<file path="src/rtl/maxpool_arbiter_pkg.sv">
// Shared types for the maxpool engine and the requester arbiter in front of it.
package maxpool_arbiter_pkg;

    // Engine-side sequencing states.
    typedef enum logic [1:0] {
        S_IDLE,
        S_ROW1,
        S_OUT
    } state_t;

    // Arbiter job states: two rows in, one settle cycle, one result out.
    typedef enum logic [2:0] {
        A_IDLE,
        A_ROW0,
        A_ROW1,
        A_SETTLE,
        A_DRAIN
    } arb_state_t;

    localparam int ARB_ROWS_PER_JOB = 2;

    function automatic int wrap_inc(input int v, input int n);
        return (v + 1 >= n) ? 0 : v + 1;
    endfunction

endpackage

</file>
<file path="src/rtl/maxpool_arbiter_rr_pick.sv">
// Combinational round-robin picker: first asserted request at or after ptr, wrapping.
module maxpool_arbiter_rr_pick #(
    parameter int N   = 4,
    parameter int IDW = $clog2(N)
) (
    input  logic [N-1:0]   req,
    input  logic [IDW-1:0] ptr,
    output logic           any,
    output logic [IDW-1:0] idx
);

    logic [IDW-1:0] cand [N];

    // cand[k] is the requester k places after ptr, modulo N.
    for (genvar gi = 0; gi < N; gi++) begin : g_cand
        logic [IDW:0] sum;
        assign sum = {1'b0, ptr} + (IDW+1)'(gi);
        assign cand[gi] = (sum >= (IDW+1)'(N)) ? IDW'(sum - (IDW+1)'(N)) : IDW'(sum);
    end

    always_comb begin
        any = 1'b0;
        idx = '0;
        for (int k = N - 1; k >= 0; k--) begin
            if (req[cand[k]]) begin
                any = 1'b1;
                idx = cand[k];
            end
        end
    end

endmodule

</file>
<file path="src/rtl/maxpool_arbiter.sv">
// Shares one 2-row maxpool engine between N requesters with round-robin, job-atomic grants.
module maxpool_arbiter
    import maxpool_arbiter_pkg::*;
#(
    parameter int N   = 4,
    parameter int R   = 10,
    parameter int W   = 8,
    parameter int IDW = $clog2(N),
    parameter int CW  = 16
) (
    input  logic                 clk,
    input  logic                 rst,
    input  logic [N-1:0]         s_valid,
    output logic [N-1:0]         s_ready,
    input  logic [N*R*W-1:0]     s_data,
    output logic [N-1:0]         m_valid,
    input  logic [N-1:0]         m_ready,
    output logic [(R/2)*W-1:0]   m_data,
    output logic [IDW-1:0]       m_id,
    output logic                 e_s_valid,
    input  logic                 e_s_ready,
    output logic [R*W-1:0]       e_s_data,
    input  logic                 e_m_valid,
    output logic                 e_m_ready,
    input  logic [(R/2)*W-1:0]   e_m_data,
    output logic                 busy,
    output logic [CW-1:0]        jobs_done
);

    arb_state_t     state_reg, state_next;
    logic [IDW-1:0] grant_reg, grant_next;
    logic [IDW-1:0] ptr_reg, ptr_next;
    logic [CW-1:0]  jobs_reg, jobs_next;

    logic           pick_any;
    logic [IDW-1:0] pick_idx;

    logic [R*W-1:0] row_data [N];

    for (genvar gi = 0; gi < N; gi++) begin : g_rows
        assign row_data[gi] = s_data[gi*R*W +: R*W];
    end

    maxpool_arbiter_rr_pick #(
        .N   (N),
        .IDW (IDW)
    ) rr_pick (
        .req (s_valid),
        .ptr (ptr_reg),
        .any (pick_any),
        .idx (pick_idx)
    );

    always_ff @(posedge clk or posedge rst) begin
        if (rst) begin
            state_reg <= A_IDLE;
            grant_reg <= '0;
            ptr_reg   <= '0;
            jobs_reg  <= '0;
        end else begin
            state_reg <= state_next;
            grant_reg <= grant_next;
            ptr_reg   <= ptr_next;
            jobs_reg  <= jobs_next;
        end
    end

    always_comb begin
        state_next = state_reg;
        grant_next = grant_reg;
        ptr_next   = ptr_reg;
        jobs_next  = jobs_reg;
        s_ready    = '0;
        m_valid    = '0;
        e_s_valid  = 1'b0;
        e_m_ready  = 1'b1;

        case (state_reg)
            A_IDLE: begin
                if (pick_any) begin
                    grant_next = pick_idx;
                    state_next = A_ROW0;
                end
            end
            A_ROW0, A_ROW1: begin
                e_s_valid          = s_valid[grant_reg];
                s_ready[grant_reg] = e_s_ready;
                if (s_valid[grant_reg] && e_s_ready) begin
                    state_next = (state_reg == A_ROW0) ? A_ROW1 : A_SETTLE;
                end
            end
            A_SETTLE: begin
                // Engine output register is loaded one cycle after e_m_valid rises.
                e_m_ready  = 1'b0;
                state_next = A_DRAIN;
            end
            A_DRAIN: begin
                m_valid[grant_reg] = e_m_valid;
                e_m_ready          = m_ready[grant_reg];
                if (e_m_valid && m_ready[grant_reg]) begin
                    jobs_next  = jobs_reg + CW'(1);
                    ptr_next   = IDW'(wrap_inc(32'(grant_reg), N));
                    state_next = A_IDLE;
                end
            end
            default: state_next = A_IDLE;
        endcase
    end

    assign e_s_data  = row_data[grant_reg];
    assign m_data    = e_m_data;
    assign m_id      = grant_reg;
    assign busy      = (state_reg != A_IDLE);
    assign jobs_done = jobs_reg;

endmodule
</file>
<file path="config.mk">
export PLATFORM = sky130hd
export DESIGN_NAME = maxpool_arbiter
export DESIGN_NICKNAME = d
export VERILOG_FILES = /design/src/rtl/maxpool_arbiter_pkg.sv /design/src/rtl/maxpool_arbiter_rr_pick.sv /design/src/rtl/maxpool_arbiter.sv
export SDC_FILE = /design/constraint.sdc
export NUM_CORES = 1
export LEC_CHECK = 0
export ABC_AREA = 1
export CAP_MARGIN = 20
export CORE_AREA = 2 2 200 202
export DETAILED_ROUTE_END_ITERATION = 6
export DIE_AREA = 0 0 202 204
export GPL_ROUTABILITY_DRIVEN = 0
export SYNTH_ARGS = -nofsm -noshare
export SYNTH_HDL_FRONTEND = slang
export SYNTH_SLANG_ARGS = --single-unit
</file>
<file path="constraint.sdc">
create_clock -name clk -period 3.7 [get_ports clk]
set_clock_uncertainty 0.1 [all_clocks]
set_input_delay 0.74 -clock clk [delete_from_list [all_inputs] [get_ports clk]]
set_output_delay 0.74 -clock clk [all_outputs]
set_load 0.02 [all_outputs]
</file>
### Yosys cells after proc, flatten, opt, wreduce, memory -nomap -nowiden

Index checks and enable logic that the tools add are counted.

* register bits after elaboration: 23
* bits in latches: 0
* RAM bits: 0
* ROM bits: 0
* word-level logic and storage cells: 83
* memories kept: 0

* add/sub/neg operators: 9
* multiply operators: 0
* divide/modulo/power cells: 0
* magnitude comparators: 12
* equal/unequal tests: 7
* shift-type cells: 0
* mux-type cells: 39
* bitwise logic cells: 3
* reductions and logical operators: 9

Operator list (count)
* 80-bit binary-select mux with 2-bit select: 1
* 80-bit two-way mux: 2
* 2-bit two-way mux: 9
* 16-bit by 1-bit adder with 16-bit output, second input constant: 1
* 3-bit >= comparator, second input constant: 5
* 2-bit by 3-bit less-than comparator with 1-bit output, second input constant: 5
* 1-bit two-way mux: 13
* 1-bit binary-select mux with 2-bit select: 6
* 3-bit case mux with 4 select lines: 1
* 3-bit two-way mux: 3
* 4-bit AND: 2
* 4-bit two-way mux: 2
* 2-bit by 1-bit subtractor with 2-bit output, second input constant: 4
* 2-bit by 1-bit adder with 3-bit output, second input constant: 2
* 2-bit by 2-bit adder with 3-bit output, second input constant: 2
* 3-bit by 2-bit == test with 1-bit output, second input constant: 2
* 2-bit inequality test, second input constant: 3
* 2-bit AND reduction: 2
* 3-bit by 1-bit == test with 1-bit output, second input constant: 1
* 3-bit == test, second input constant: 1
* 2-bit by 3-bit >= comparator with 1-bit output, second input constant: 1
* 1-bit logical AND: 3
* 3-bit zero test: 1
* 2-bit NOT with 3-bit output: 1
* other kinds (6): 6

### Depth between registers and ports, before layout

* depth after elaboration: 11
* gate-level depth with buffers: 12
* depth with buffers taken out: 11

### Hierarchy

Synthesis repeated with hierarchy kept, for this count alone.

* cell total of the unflattened synthesis: 741
* area, all modules: 4092.7 um^2

By module, submodules not included
* maxpool_arbiter: instances 1, cells an instance 695, area an instance 3880.0 um^2, seq. area each 575.6 um^2
* maxpool_arbiter_rr_pick: instances 1, cells an instance 46, area an instance 212.7 um^2, seq. area each 0.0 um^2

### Least setup slack after synthesis

OpenSTA, ideal clock, no wires.

* path type: flip-flop to output port
* from: register grant_reg[0], in the netlist m_id[0]
* to: output m_valid[2]
* arrival: 1.564 ns
* slack: 1.296 ns
* cell stages (with the launch flop): 8
* cell sequence: dfrtp_1 inv_2 buf_2 buf_4 buf_4 ha_1 inv_1 nor2_1

* longest elaborated chain between the ends: 6
* elaborated cells on any way between the ends: 7
* classes of those cells: order compare (2); mux (3); bitwise (1); reduce/logical (1)

RTL lines
* start: declaration: RTL line maxpool_arbiter.sv:31 `logic [IDW-1:0] grant_reg, grant_next;`
* start signal: assignment: RTL line maxpool_arbiter.sv:62 `grant_reg <= grant_next;`
* 2-bit by 3-bit less-than comparator with 1-bit output (implied by the code) / 2-bit by 1-bit >= comparator with 1-bit output (equally long branches): RTL line maxpool_arbiter.sv:98 `m_valid[grant_reg] = e_m_valid;`
* 1-bit logical AND (implied by the code): RTL line maxpool_arbiter.sv:98
* 1-bit two-way mux (implied by the code): RTL line maxpool_arbiter.sv:98
* 1-bit demux with 2-bit select *: RTL line maxpool_arbiter.sv:98
* 4-bit AND (no line) *
* 4-bit two-way mux *: RTL line maxpool_arbiter.sv:78 `case (state_reg)`
* end: declaration: RTL line maxpool_arbiter.sv:16 `output logic [N-1:0] m_valid,`

Mark *: on every way between the ends. The rest lies on a longest branch, timed or not.

### Worst setup path in the final report

* from: register grant_reg[1], in the netlist m_id[1]
* to: output e_s_data[21]

* longest elaborated chain between the ends: 4

RTL lines
* 2-bit NOT with 3-bit output (implied by the code): RTL line maxpool_arbiter.sv:110 `assign e_s_data = row_data[grant_reg];`
* 80-bit binary-select mux with 2-bit select: RTL line maxpool_arbiter.sv:110
* 80-bit two-way mux (implied by the code) (2 in series): RTL line maxpool_arbiter.sv:110
* end: declaration: RTL line maxpool_arbiter.sv:22 `output logic [R*W-1:0] e_s_data,`

Every way passes these cells. The select of a mux whose other input is x is not followed.

==> key figures <==
Timing
  • Fmax: 302 MHz
  • RSZ-0062 raised after global routing: false
  • Fin worst setup slack: 387 ps
  • Final hold vios: 0
  • Final Critical Period: 3310 ps
  • Final Cycle Share: 89.5%
  • Worst-Margin Slew: 912 ps
  • Fin Setup TNS: 0 ps
  • Setup-failing EPs final: 0
  • Final-report max-slew violation count: 0
  • Rel. slew slack: 39.1%
  • Hold_ws: 426 ps

Synthesis
  • Largest area contributor in the netlist: o21ai_0
  • FF+latch count, synth: 23
  • Synthesized area per cell: 5.65 um2
  • Post-synth top area share: 19.9%
  • Synth Cell Area: 4090 um2
  • Top post-synthesis cells by area: o21ai_0 (20%), nor2_1 (17%), dfrtp_1 (14%)
  • Yosys Warn Count: 0
  • Cell count after synthesis: 724
  • Cell variety after synth: 29
  • Syn nets: 1101
  • Post-synthesis sequential area ratio: 14.1%

Routing
  • Via Count: 6472
  • DRC viols: 0
  • Post-Route WL: 26500 um
  • Via/cell ratio: 4.02
  • Routed length per instance: 16.4 um
  • Routed Antenna Nets: 0
  • Drt first pass iters: 4
  • Starting DRC count in detailed routing: 397

Layout
  • Share of cells above drive strength 1: 3.52%
  • Final Net Count: 1459
  • Non-Filler Instances: 1611
  • Max reg flops: 16
  • Fill cells: 4382
  • Fin area: 8800 um2
  • Combined area of the multi-input logic cells: 2810 um2
  • Fin util: 22.5%
  • Layout area overhead: 115%
  • Reg area: 581 um2

Placement
  • Port bufs: 440
  • Hpwl dp: 22000 um
  • Dpl ws: 536 ps
  • # placed instances: 1602
  • Post-DP Area: 8710 um2

Clocking
  • Longest Clk Path Bufs: 2
  • Clock transition at path regs: 60 ps
  • Hold Buf Count CTS: 0
  • CTS Sinks: 23
  • Inserted Clock Buffers: 3
  • TritonCTS clock tree: done
  • # Post-CTS Setup Buffers: 0
  • Post-cts sizing count: 0
  • Worst-Skew Late Latency: 250 ps
  • H-tree depth: 1
  • Cell chosen for the clock root: clkbuf_16

Floorplan
  • Core ar.: 39200 um2
  • Initial core utilization: 10.4%
  • Chip Width: 202 um
  • Chip height: 204 um
  • Die area: 41200 um2
  • Row Count: 73
  • I/O Pins: 521

GRT
  • Global Route met1 Usage: 14.9%
  • Global-route track usage on met3: 2.30%
  • GRT Util Overall: 11.9%
  • Total gr overflow: 0
  • Largest net degree at the start of global routing: 90
  • Met2 usage: 20.0%
  • First-pass GRT wire length: 38000 um
  • Antenna violations before repair: 7
  • Vias in the first global route: 6372
  • Most Used Layer, Global Route: met2

Setup path
  • Crit path DAT: 2470 ps
  • Reg2Reg Depth: 9
  • Launch point of the worst reg-to-reg path: m_id[0]$_DFFE_PP0P_
  • Startpoint Class: flip-flop
  • CP required: 2860 ps
  • CP endpoint kind: primary output
  • Reg2reg end: jobs_done[3]$_DFFE_PP0P_
  • Worst-path fanout max: 42
  • Worst setup path category: flip-flop to primary output
  • Reg2Reg Setup Slack: 1710 ps

Worst hold path
  • Worst Hold End: state_reg[1]$_DFFE_PP0P_
  • Hold Path Stages: 2
  • Hold WC Path Type: flip-flop to flip-flop
  • Hold Startpoint: state_reg[1]$_DFFE_PP0P_

Power and ir drop
  • Overall Power: 5.61 mW
  • Peak VDD IR: 0.275 mV
  • Leak: 3.25 nW
  • Pwr dens: 637 nW/um2

Run
  • Max Cap Viol: 0

Outcome
  • Status: completed
## final cells by class
| class | instances | share of cell area (%) |
|---|---|---|
| tap | 525 | 7.46 |
| multi-input combinational | 572 | 31.9 |
| timing repair buffer | 449 | 51.6 |
| clock buffer | 4 | 0.895 |
| antenna | 5 | 0.142 |
| sequential | 23 | 6.59 |
| inverter | 33 | 1.49 |
## kinds of logic after synthesis
logic type / Yosys count / synth area share, %
XOR/XNOR: 14 / 3.00
flip-flops: 23 / 14.1
AND/OR/NAND/NOR: 300 / 29.9
AO/OA/AOI/OAI: 253 / 34.1
buffers and inverters: 129 / 17.3
adder cells (fa/ha/maj): 5 / 1.53
## per-layer routing
| layer | part of all wire (%) | wire length [um] |
|---|---|---|
| met4 | 3.6 | 950 |
| met3 | 8.1 | 2140 |
| met5 | 0.042 | 11 |
| met1 | 42 | 11000 |
| met2 | 47 | 12400 |
## critical path, stage by stage (launching register included)
cell	delay [ps]
dfrtp_2	570
buf_4	440
o21ai_0	170
o22ai_1	330
clkdlybuf4s50_1	680
## cells in the mapped netlist (all sizes together)
cell	number
clkbuf	31
and3	1
xor2	9
ha	5
buf	65
nor3	4
a21oi	2
nand2	80
nand3	18
dfrtp	23
nor2	190
xnor2	5
nor3b	1
nand4	5
inv	33
o21ai	171
and2	1
o22ai	80
## worst max path at each step
| stage | start | endpoint | slack, ps |
|---|---|---|---|
| finish | m_id[1]$_DFFE_PP0P_ | e_s_data[21] | 390 |
| global route | m_id[1]$_DFFE_PP0P_ | e_s_data[21] | 250 |
| CTS | m_id[1]$_DFFE_PP0P_ | e_s_data[21] | 350 |
| detailed placement | s_valid[1] | e_s_valid | 540 |
| global placement | s_valid[1] | e_s_valid | 540 |
| floorplan | m_id[0]$_DFFE_PP0P_ | m_valid[2] | 1300 |
## where the power goes
group          switching, mW  internal [mW]
clock network         0.0860          0.147
logic                   2.79           2.11
registers              0.133          0.341
total                   3.01           2.60
## placed cells by master, fill, tap and decap left out
master,count
a21oi_1,2
and2_4,1
and3_1,1
buf_12,6
buf_4,6
clkbuf_1,1
clkbuf_16,3
clkdlybuf4s50_1,437
dfrtp_1,21
dfrtp_2,1
dfrtp_4,1
diode_2,5
ha_1,5
inv_1,29
inv_2,2
inv_4,1
inv_6,1
nand2_1,77
nand2_2,2
nand2_8,1
nand3_1,18
nand4_1,5
nor2_1,186
nor2_2,2
nor2_4,2
nor3_1,3
nor3_2,1
nor3b_1,1
o21ai_0,163
o21ai_2,8
o22ai_1,80
xnor2_1,5
xor2_1,9
Note: power is estimated with default switching activity, not from simulation.
